## src/rtl/cpu_pkg.sv

```systemverilog
// Shared types and constants for the 16-bit CPU controller:
// FSM state encoding, opcode/op field values, writeback-mux selects and sign-extension helpers.
package cpu_pkg;

    typedef enum logic [2:0] {
        ST_WAIT      = 3'd0,
        ST_DECODE    = 3'd1,
        ST_WRITE_IMM = 3'd2,
        ST_GET_A     = 3'd3,
        ST_GET_B     = 3'd4,
        ST_ALU       = 3'd5,
        ST_WRITE_REG = 3'd6
    } state_e;

    localparam logic [2:0] OPC_MOV    = 3'b110;
    localparam logic [2:0] OPC_ALU    = 3'b101;

    localparam logic [1:0] OP_MOV_IMM = 2'b10;
    localparam logic [1:0] OP_MOV_REG = 2'b00;
    localparam logic [1:0] OP_ADD     = 2'b00;
    localparam logic [1:0] OP_CMP     = 2'b01;
    localparam logic [1:0] OP_AND     = 2'b10;
    localparam logic [1:0] OP_MVN     = 2'b11;

    localparam logic [3:0] VSEL_C     = 4'b0001;
    localparam logic [3:0] VSEL_PC    = 4'b0010;
    localparam logic [3:0] VSEL_IMM8  = 4'b0100;
    localparam logic [3:0] VSEL_MDATA = 4'b1000;

    function automatic logic [15:0] sext8(input logic [7:0] v);
        return {{8{v[7]}}, v};
    endfunction

    function automatic logic [15:0] sext5(input logic [4:0] v);
        return {{11{v[4]}}, v};
    endfunction

endpackage

```

## src/rtl/cpu_controller_decoder.sv

```systemverilog
// Instruction field extraction and immediate sign extension.
// Purely combinational; the instruction register lives in the controller.
module instr_decoder
    import cpu_pkg::*;
(
    input  logic [15:0] ir_i,
    output logic [2:0]  opcode_o,
    output logic [1:0]  op_o,
    output logic [2:0]  rn_o,
    output logic [2:0]  rd_o,
    output logic [1:0]  sh_o,
    output logic [2:0]  rm_o,
    output logic [15:0] sximm8_o,
    output logic [15:0] sximm5_o
);

    assign opcode_o = ir_i[15:13];
    assign op_o     = ir_i[12:11];
    assign rn_o     = ir_i[10:8];
    assign rd_o     = ir_i[7:5];
    assign sh_o     = ir_i[4:3];
    assign rm_o     = ir_i[2:0];
    assign sximm8_o = sext8(ir_i[7:0]);
    assign sximm5_o = sext5(ir_i[4:0]);

endmodule

```

## src/rtl/cpu_controller.sv

```systemverilog
// Instruction register plus Moore FSM that sequences the datapath one instruction at a time.
// Control outputs depend only on state and IR; reset gates the write/load strobes immediately.
module cpu_controller
    import cpu_pkg::*;
(
    input  logic        clk,
    input  logic        reset,
    input  logic [15:0] in,
    input  logic        load,
    input  logic        s,
    output logic        w,
    output logic [2:0]  readnum,
    output logic [2:0]  writenum,
    output logic        write,
    output logic [3:0]  vsel,
    output logic        loada,
    output logic        loadb,
    output logic        loadc,
    output logic        loads,
    output logic        asel,
    output logic        bsel,
    output logic [1:0]  ALUop,
    output logic [1:0]  shift,
    output logic [15:0] sximm8,
    output logic [15:0] sximm5
);

    state_e      state_q, state_d;
    logic [15:0] ir_q;

    logic [2:0] opcode_s, rn_s, rd_s, rm_s;
    logic [1:0] op_s, sh_s;
    logic       is_mov_imm_s, is_mov_reg_s, is_alu_s, is_cmp_s;
    logic       write_s, loada_s, loadb_s, loadc_s, loads_s;
    logic [3:0] vsel_s;

    instr_decoder u_dec (
        .ir_i     (ir_q),
        .opcode_o (opcode_s),
        .op_o     (op_s),
        .rn_o     (rn_s),
        .rd_o     (rd_s),
        .sh_o     (sh_s),
        .rm_o     (rm_s),
        .sximm8_o (sximm8),
        .sximm5_o (sximm5)
    );

    assign is_mov_imm_s = (opcode_s == OPC_MOV) && (op_s == OP_MOV_IMM);
    assign is_mov_reg_s = (opcode_s == OPC_MOV) && (op_s == OP_MOV_REG);
    assign is_alu_s     = (opcode_s == OPC_ALU);
    assign is_cmp_s     = is_alu_s && (op_s == OP_CMP);

    // State and IR registers; IR only captures while idle so it is stable for the whole instruction.
    always_ff @(posedge clk) begin
        if (reset) begin
            state_q <= ST_WAIT;
            ir_q    <= 16'h0000;
        end else begin
            state_q <= state_d;
            if (load && (state_q == ST_WAIT)) begin
                ir_q <= in;
            end else begin
                ir_q <= ir_q;
            end
        end
    end

    // Next-state and Moore control decode.
    always_comb begin
        state_d  = state_q;
        w        = 1'b0;
        readnum  = 3'd0;
        writenum = 3'd0;
        write_s  = 1'b0;
        vsel_s   = VSEL_C;
        loada_s  = 1'b0;
        loadb_s  = 1'b0;
        loadc_s  = 1'b0;
        loads_s  = 1'b0;
        asel     = 1'b0;
        bsel     = 1'b0;
        ALUop    = 2'b00;
        shift    = 2'b00;
        case (state_q)
            ST_WAIT: begin
                w       = 1'b1;
                state_d = s ? ST_DECODE : ST_WAIT;
            end
            ST_DECODE: begin
                if (is_mov_imm_s) begin
                    state_d = ST_WRITE_IMM;
                end else if (is_mov_reg_s) begin
                    state_d = ST_GET_B;
                end else if (is_alu_s) begin
                    state_d = ST_GET_A;
                end else begin
                    state_d = ST_WAIT;
                end
            end
            ST_WRITE_IMM: begin
                writenum = rn_s;
                vsel_s   = VSEL_IMM8;
                write_s  = 1'b1;
                state_d  = ST_WAIT;
            end
            ST_GET_A: begin
                readnum = rn_s;
                loada_s = 1'b1;
                state_d = ST_GET_B;
            end
            ST_GET_B: begin
                readnum = rm_s;
                loadb_s = 1'b1;
                shift   = sh_s;
                state_d = ST_ALU;
            end
            ST_ALU: begin
                shift = sh_s;
                asel  = is_mov_reg_s;
                ALUop = is_mov_reg_s ? 2'b00 : op_s;
                // CMP only updates status; nothing is written back.
                if (is_cmp_s) begin
                    loads_s = 1'b1;
                    state_d = ST_WAIT;
                end else begin
                    loadc_s = 1'b1;
                    state_d = ST_WRITE_REG;
                end
            end
            ST_WRITE_REG: begin
                writenum = rd_s;
                vsel_s   = VSEL_C;
                write_s  = 1'b1;
                state_d  = ST_WAIT;
            end
            default: begin
                state_d = ST_WAIT;
            end
        endcase
    end

    assign write = write_s & ~reset;
    assign loada = loada_s & ~reset;
    assign loadb = loadb_s & ~reset;
    assign loadc = loadc_s & ~reset;
    assign loads = loads_s & ~reset;
    assign vsel  = reset ? VSEL_C : vsel_s;

endmodule

```

## config.mk

```make
export PLATFORM = sky130hd
export DESIGN_NAME = cpu_controller
export DESIGN_NICKNAME = d
export VERILOG_FILES = /design/src/rtl/cpu_pkg.sv /design/src/rtl/cpu_controller_decoder.sv /design/src/rtl/cpu_controller.sv
export SDC_FILE = /design/constraint.sdc
export NUM_CORES = 1
export LEC_CHECK = 0
export ABC_AREA = 0
export ABC_CLOCK_PERIOD_IN_PS = 4100
export CORE_AREA = 2 2 59 61
export CTS_CLUSTER_SIZE = 24
export DETAILED_ROUTE_END_ITERATION = 16
export DIE_AREA = 0 0 61 63
export HOLD_SLACK_MARGIN = 0.06
export PLACE_DENSITY = 0.82
export RECOVER_POWER = 25
export SLEW_MARGIN = 5
export SYNTH_ARGS = -nofsm -noshare
export SYNTH_HDL_FRONTEND = slang
export SYNTH_SLANG_ARGS = --single-unit
export TNS_END_PERCENT = 30
```

## constraint.sdc

```tcl
create_clock -name clk -period 4.1 [get_ports clk]
set_clock_uncertainty 0.1 [all_clocks]
set_input_delay 0.82 -clock clk [delete_from_list [all_inputs] [get_ports clk]]
set_output_delay 0.82 -clock clk [all_outputs]
set_load 0.03 [all_outputs]
```

=== After elaboration in Yosys (flattened, before gate mapping) ===
Index checks and enable logic that the tools add are counted.

* Eq/ne operators: 10
* Multiplexer cells: 22
* Bitwise logic cells: 6
* Reductions and logical operators: 8

{| class="wikitable"
|+ Operator list
! kind !! count
|-
| $eq A3 B3 Y1 const B || 5
|-
| $pmux W3 S5 || 1
|-
| $mux W3 || 4
|-
| $pmux W3 S2 || 2
|-
| $mux W1 || 10
|-
| $mux W2 || 4
|-
| $eq A3 B2 Y1 const B || 2
|-
| $and A1 B1 Y1 || 5
|-
| $logic_and A1 B1 Y1 || 4
|-
| $mux W4 || 1
|-
| $reduce_or A2 Y1 || 2
|-
| $eq A3 B1 Y1 const B || 1
|-
| $logic_not A3 Y1 || 1
|-
| $eq A2 B1 Y1 const B || 1
|-
| $eq A2 B2 Y1 const B || 1
|-
| $logic_not A2 Y1 || 1
|-
| $not A1 Y1 || 1
|}

* Register bits after elaboration: 19
* Input bits: 20
* Output and inout port bits: 54
* Logic and storage cells: 48

=== Logic depth before layout (Yosys ltp) ===
Gate-level depths: netlist of run 1.

* Depth after elaboration: 5
* Depth in mapped cells: 5
* Mapped depth without buffers: 3

=== Modules after synthesis ===
A second synthesis of run 1 with hierarchy kept.

* Cell total of the unflattened synthesis: 186
* Area, all modules: 1391.3 um2

{| class="wikitable"
|+ Modules (own cells, without submodules)
! module !! instances !! cells an instance !! area each (um2) !! sequential area each (um2)
|-
| cpu_controller || 1 || 138 || 1031.0 || 380.4
|-
| instr_decoder || 1 || 48 || 360.3 || 0.0
|}

=== Worst setup path before layout of run 1 ===
No wires, ideal clock.

* Kind: input to output
* Start: input reset
* End: output vsel[0]
* Arrival: 2.084 ns
* Data required time: 3.180 ns
* Setup slack: 1.096 ns
* Stages: 3
* Path buffers: 1
* Cell sequence: clkbuf_1 > nor3_1 > inv_1

* Word-level cells in the longest chain between the ends: 1

{| class="wikitable"
|+ Ends and longest elaborated chain
! item !! RTL line !! RTL
|-
| start, declared || cpu_controller.sv:7 || <nowiki>input logic reset,</nowiki>
|-
| $mux W4 || cpu_controller.sv:148 || <nowiki>assign vsel = reset ? VSEL_C : vsel_s;</nowiki>
|-
| end, declared || cpu_controller.sv:15 || <nowiki>output logic [3:0] vsel,</nowiki>
|}

No other way between the ends.

=== Final worst setup path of run 1 ===
* Start: input reset
* End: output loadb

* Word-level cells in the longest chain between the ends: 2

{| class="wikitable"
|+ Ends and longest elaborated chain
! item !! RTL line !! RTL
|-
| $not A1 Y1 || cpu_controller.sv:145 || <nowiki>assign loadb = loadb_s & ~reset;</nowiki>
|-
| $and A1 B1 Y1 || cpu_controller.sv:145 ||
|-
| end, declared || cpu_controller.sv:17 || <nowiki>output logic loadb,</nowiki>
|}

No other way between the ends.

==> results.tsv, run 1 <==
stage	metric	value	unit
worst_setup_path	timing.rr.end	ir_q[0]	
worst_setup_path	slowest_stage	clkdlybuf4s50_1	
placement	dp_slack	590.2	ps
timing	setup_violations	0	
placement	dp.cells	235	
grt	grt_max_degree	17	
power_and_ir_drop	power.density	255.5	nW/µm²
die	core_area	3232	µm²
logic_synthesis	yosys.area.top_type_share	31.34	%
timing	whs	378.3	ps
timing	tns	0	ps
timing	fin_ws	587.8	ps
logic_synthesis	syn_area_per_cell	7.585	µm²
route	routed_wl	2752	µm
logic_synthesis	synth_cells	160	
clocking	hold_buffers	0	
clocking	clk_path_buf_depth	2	
clocking	clock_tree.root_cell	clkbuf_4	
die	fp-row-count	21	
layout	drive_gt1_share	2.073	%
logic_synthesis	synth-seq-area-share	31.34	%
min_path	worstHoldPathCells	2	
route	wire_per_inst	11.51	µm
grt	antenna_found_initial	0	
outcome	status	finished, final reports clean	
layout	fin_nets	214	
logic_synthesis	async_flop_share	0	%
logic_synthesis	post_synth_main_area_contributors	dfxtp_1 31%, buf_4 22%, nand2_1 11%	
worst_setup_path	max_stage_delay	730	ps
clocking	cts_tree	yes	
min_path	hold_end	ir_q[13]	
grt	grt_first_pass_wirelength	4146	µm
worst_setup_path	path_class	input pin to primary output	
timing	finalCritPeriodShare	85.66	%
clocking	cts_buffers	3	
worst_setup_path	r2r_start	state_q[1]	
clocking	cts.clk_slew.worst_paths	110	ps
logic_synthesis	yosys-top-cells-count	35 x buf_4, 35 x nand2_1, 19 x dfxtp_1	
die	die_w	61	µm
placement	gp_congestion	0.7709	
grt	grt_pass1_vias	868	
logic_synthesis	synth-edff-count	0	
route	postRouteAntennaNets	0	
layout	nFillCells	337	
route	drt_iter0_markers	24	
worst_setup_path	end_kind	primary output	
timing	relSlewSlack	44.86	%
grt	overflow	0	
power_and_ir_drop	power	0.4348	mW
run	maxCapViolCount	0	
placement	hpwlAfterDp	2064	µm
power_and_ir_drop	ir_drop	0.0001767	V
die	io_pins	74	
route	vias	1099	
layout	syn_to_final_growth	40.21	%
logic_synthesis	synth_ff_type	dfxtp_1	
min_path	hp-start	ir_q[13]	
grt	grtUsageTotal	14.11	%
layout	insertedDiodeCount	0	
worst_setup_path	crit_buf_inv	2	
logic_synthesis	synth_cell_types	27	
die	die_area	3843	µm²
timing	hold_viol	0	
layout	fin_cells	239	
worst_setup_path	path_cells	dlygate4sd3_1 > nor4b_1 > clkdlybuf4s50_1	
timing	report.final.slew_viol_count	0	
clocking	clock_latency	300	ps
route	vias_per_cell	4.598	
logic_synthesis	yosys_warnings	0	
clocking	cts_resized	0	
die	start_util	37.55	%
route	dr.pass1.iters	4	
logic_synthesis	synth_seq_cells	19	
worst_setup_path	crit_arrival	2590	ps
die	die_y	63	µm
worst_setup_path	crit_fanout	12	
worst_setup_path	reg2reg_depth	3	
clocking	cts_sinks	19	
timing	rsz0062_at_grt	no	
logic_synthesis	netlist_area	1214	µm²
worst_setup_path	required	3180	ps
clocking	cts_setup_buffers	0	
worst_setup_path	rrSetupSlack	2280	ps
power_and_ir_drop	p_leak	0.5904	nW
logic_synthesis	synth_top_area_cell	dfxtp_1	
route	drc	0	
clocking	h-tree-depth	1	
placement	port_buffers	70	
timing	layout_min_cycle_time	3512	ps
worst_setup_path	cp-start-kind	input pin	
min_path	min_path_type	flip-flop to flip-flop	
timing	fmax	284.7	MHz
timing	tightest_slew	823.5	ps
worst_setup_path	crit_family	buffers and inverters	
[stage by stage]
step                      cell area, µm²  util, %
final                               1702    52.65
after global placement              1679    51.96
after floorplan                     1221        -
after CTS                           1705    52.77
after detailed placement            1679    51.96
after global routing                1702    52.65
[layout by cell type, fill, tap and decap left out, types with 3 or more instances in the layout]
cell / n
clkbuf_4: 3
clkdlybuf4s50_1: 68
a32o_1: 3
nor2_1: 7
nor3b_1: 3
nand2_1: 35
dfxtp_1: 19
nor3_1: 4
conb_1: 3
mux2i_1: 3
and2_1: 3
a21oi_1: 18
nor2b_1: 5
and3_1: 3
[flip-flops by register name (all words and copies together), names as in the netlist]
name,count
state_q,3
ir_q,16
[routing by layer]
metal  up-vias  track usage [%]  share of wire (%)  wire, µm
met3         4            3.106                8.3       229
met2        54            20.97                 46      1277
met1       481            19.75                 44      1207
met5         -                0                  0         0
met4         0            4.891                1.4        38
li1        560                -                  -         -
[report_power, final]
part	switching, mW	leakage, nW	total (mW)	internal (mW)
logic	0.0721	0.420	0.130	0.0578
registers	0.0127	0.156	0.208	0.195
clock network	0.0595	0.0150	0.0974	0.0379
total	0.144	0.590	0.435	0.291
[tightest hold or removal path, cell delays in order, from the launching register on]
cell,delay (ps)
dfxtp_1,340
nand2_1,60
a21oi_1,50
[worst max-delay path by stage]
stage,slack [ps],end,cells past startpoint,from
global placement,670,loadb,3,reset
CTS,590,loadb,3,reset
finish,590,loadb,3,reset
global route,490,loadb,3,reset
detailed placement,590,loadb,3,reset
floorplan,1100,vsel[0],3,reset
[cell type report]
| class | count | area (µm²) | area share [%] |
|---|---|---|---|
| inverters | 1 | 3.754 | 0.2206 |
| clock buffers | 4 | 26.28 | 1.544 |
| flip-flops and latches | 19 | 380.4 | 22.35 |
| multi-input cells | 98 | 529.3 | 31.10 |
| well taps | 46 | 57.56 | 3.382 |
| repair buffers | 71 | 704.4 | 41.40 |
[kinds of logic after synthesis]
| group | count (synthesis) | synth area share (%) |
|---|---|---|
| compound gates | 25 | 12.17 |
| other cells | 1 | 0.3090 |
| simple gates | 67 | 28.04 |
| mux | 3 | 2.474 |
| flops | 19 | 31.34 |
| buf+inv | 45 | 25.67 |
Power figures use the tool's default switching activity.
==> inputs of run 2 (changes only) <==
CORE_AREA = 2 2 58 60   (was 2 2 59 61)
CTS_BUF_LIST = sky130_fd_sc_hd__clkbuf_4 sky130_fd_sc_hd__clkbuf_8   (was not set)
DIE_AREA = 0 0 60 62   (was 0 0 61 63)
PLACE_DENSITY = 0.85   (was 0.82)
==> run 2 against run 1 <==
  * Clock power increased by 2.3%
  * Wire length increased by 1.7%
  * Largest cell class unchanged
  * Final area decreased by 0.44%
  * Worst hold slack improved by 0.84 ps
  * Sequential share of layout area increased by 0.099 points
  * Power increased by 0.49%
  * Highest routed layer unchanged
  * Via count increased by 2.1%
  * First-iteration DRC count decreased by 13%
==> results.tsv, run 2 (synthesis gave the netlist of run 1 again) <==
stage	metric	value	unit
placement	port_buffers	70	
die	io_pins	74	
placement	gp_congestion	0.7499	
min_path	worstHoldPathCells	2	
worst_setup_path	reg2reg_depth	3	
worst_setup_path	required	3180	ps
clocking	cts.clk_slew.worst_paths	110	ps
timing	tns	0	ps
timing	report.final.slew_viol_count	0	
route	postRouteAntennaNets	0	
clocking	h-tree-depth	1	
worst_setup_path	crit_buf_inv	2	
worst_setup_path	end_kind	primary output	
grt	overflow	0	
clocking	clock_latency	310	ps
worst_setup_path	rrSetupSlack	1950	ps
route	dr.pass1.iters	4	
timing	finalCritPeriodShare	86.85	%
timing	tightest_slew	1362	ps
grt	grt_max_degree	17	
timing	setup_violations	0	
die	fp-row-count	21	
grt	grtUsageTotal	14.79	%
clocking	cts_setup_buffers	0	
layout	mostFrequentLayoutCells	68 x clkdlybuf4s50_1, 35 x nand2_1, 19 x dfxtp_1	
route	drt_iter0_markers	21	
power_and_ir_drop	ir_drop	0.0001634	V
run	maxCapViolCount	0	
power_and_ir_drop	power.density	257.9	nW/µm²
worst_setup_path	crit_arrival	2640	ps
clocking	cts_tree	yes	
timing	hold_viol	0	
die	start_util	38.17	%
placement	hpwlAfterDp	2059	µm
layout	insertedDiodeCount	0	
worst_setup_path	cp-start-kind	input pin	
grt	grt_first_pass_wirelength	4174	µm
layout	nFillCells	298	
layout	regMostFlops	ir_q	
worst_setup_path	max_stage_delay	740	ps
worst_setup_path	path_cells	dlygate4sd3_1 > nor4b_1 > clkdlybuf4s50_1	
timing	relSlewSlack	8.989	%
route	vias_per_cell	4.695	
worst_setup_path	path_class	input pin to primary output	
min_path	min_path_type	flip-flop to flip-flop	
layout	fin_nets	214	
power_and_ir_drop	p_leak	0.5871	nW
clocking	cts_buffers	3	
die	die_area	3720	µm²
route	wire_per_inst	11.71	µm
clocking	hold_buffers	0	
grt	grt_pass1_vias	949	
grt	antenna_found_initial	0	
clocking	cts_resized	0	
worst_setup_path	crit_fanout	15	
layout	largest_register_ffs	16	
die	die_y	62	µm
clocking	clock_tree.root_cell	clkbuf_4	
route	routed_wl	2799	µm
layout	final_util	53.29	%
clocking	cts_sinks	19	
layout	syn_to_final_growth	39.59	%
layout	layout_commonest_cell	clkdlybuf4s50_1	
layout	top_regs	ir_q x16, state_q x3	
worst_setup_path	crit_family	buffers and inverters	
worst_setup_path	cp.depth	3	
timing	fmax	280.8	MHz
worst_setup_path	slowest_stage	dlygate4sd3_1	
timing	layout_min_cycle_time	3561	ps
route	drc	0	
power_and_ir_drop	power	0.4370	mW
timing	rsz0062_at_grt	no	
outcome	status	finished, final reports clean	
clocking	clk_path_buf_depth	2	
layout	drive_gt1_share	2.591	%
die	die_w	60	µm
die	core_area	3179	µm²
route	vias	1122	
run 2: cell count changes in the layout (fill, tap and decap cells not counted), sizes merged:
cell    before  now
clkinv       0    1
clkbuf       5    4
run 2: power by group:
group          internal (mW)  leakage [nW]  switching, mW
clock                 0.0364        0.0177         0.0632
sequential             0.195         0.156         0.0129
combinational         0.0572         0.413         0.0725
total                  0.288         0.587          0.149
run 2: final cells by class:
| class | count | area, µm² | area share, % |
|---|---|---|---|
| inverter | 1 | 3.754 | 0.2216 |
| tap | 46 | 57.56 | 3.397 |
| multi-input combinational | 98 | 520.5 | 30.72 |
| timing repair buffer | 71 | 704.4 | 41.58 |
| sequential | 19 | 380.4 | 22.45 |
| clock inverter | 1 | 5.005 | 0.2954 |
| clock buffer | 3 | 22.52 | 1.329 |
run 2: worst paths after layout:
kind	start	endpoint
min reg2reg	ir_q[13]	ir_q[13]
max	reset	loadb
min	ir_q[13]	ir_q[13]
max reg2reg	state_q[1]	ir_q[0]
run 2: layer usage:
| metal | wire length (µm) | up-vias | part of all wire (%) | global-route usage (%) |
|---|---|---|---|---|
| li1 | - | 559 | - | - |
| met1 | 1157 | 510 | 41 | 17.91 |
| met2 | 1369 | 49 | 49 | 26.24 |
| met3 | 240 | 4 | 8.6 | 3.313 |
| met4 | 32 | 0 | 1.1 | 4.444 |
| met5 | 0 | - | 0 | 0 |
run 2: worst reg2reg max path, delay by kind of cell (launching register included):
family	cells	cell delay, ps
simple gates	2	1350
compound gates	1	170
flops	1	480
run 2: metrics by stage:
| stage | hold slack, ps | setup WS [ps] | cell area (µm²) | std cells |
|---|---|---|---|---|
| 3_5_place_dp | 361.3 | 544.5 | 1679 | 235 |
| 5_1_grt | 410.6 | 441.6 | 1694 | 239 |
| 3_3_place_gp | 353.3 | 555.5 | 1679 | 235 |
| 4_1_cts | 376.6 | 518.4 | 1707 | 239 |
| 6_report | 379.1 | 539.2 | 1694 | 239 |
| 2_1_floorplan | 344.9 | 1096 | 1221 | 162 |
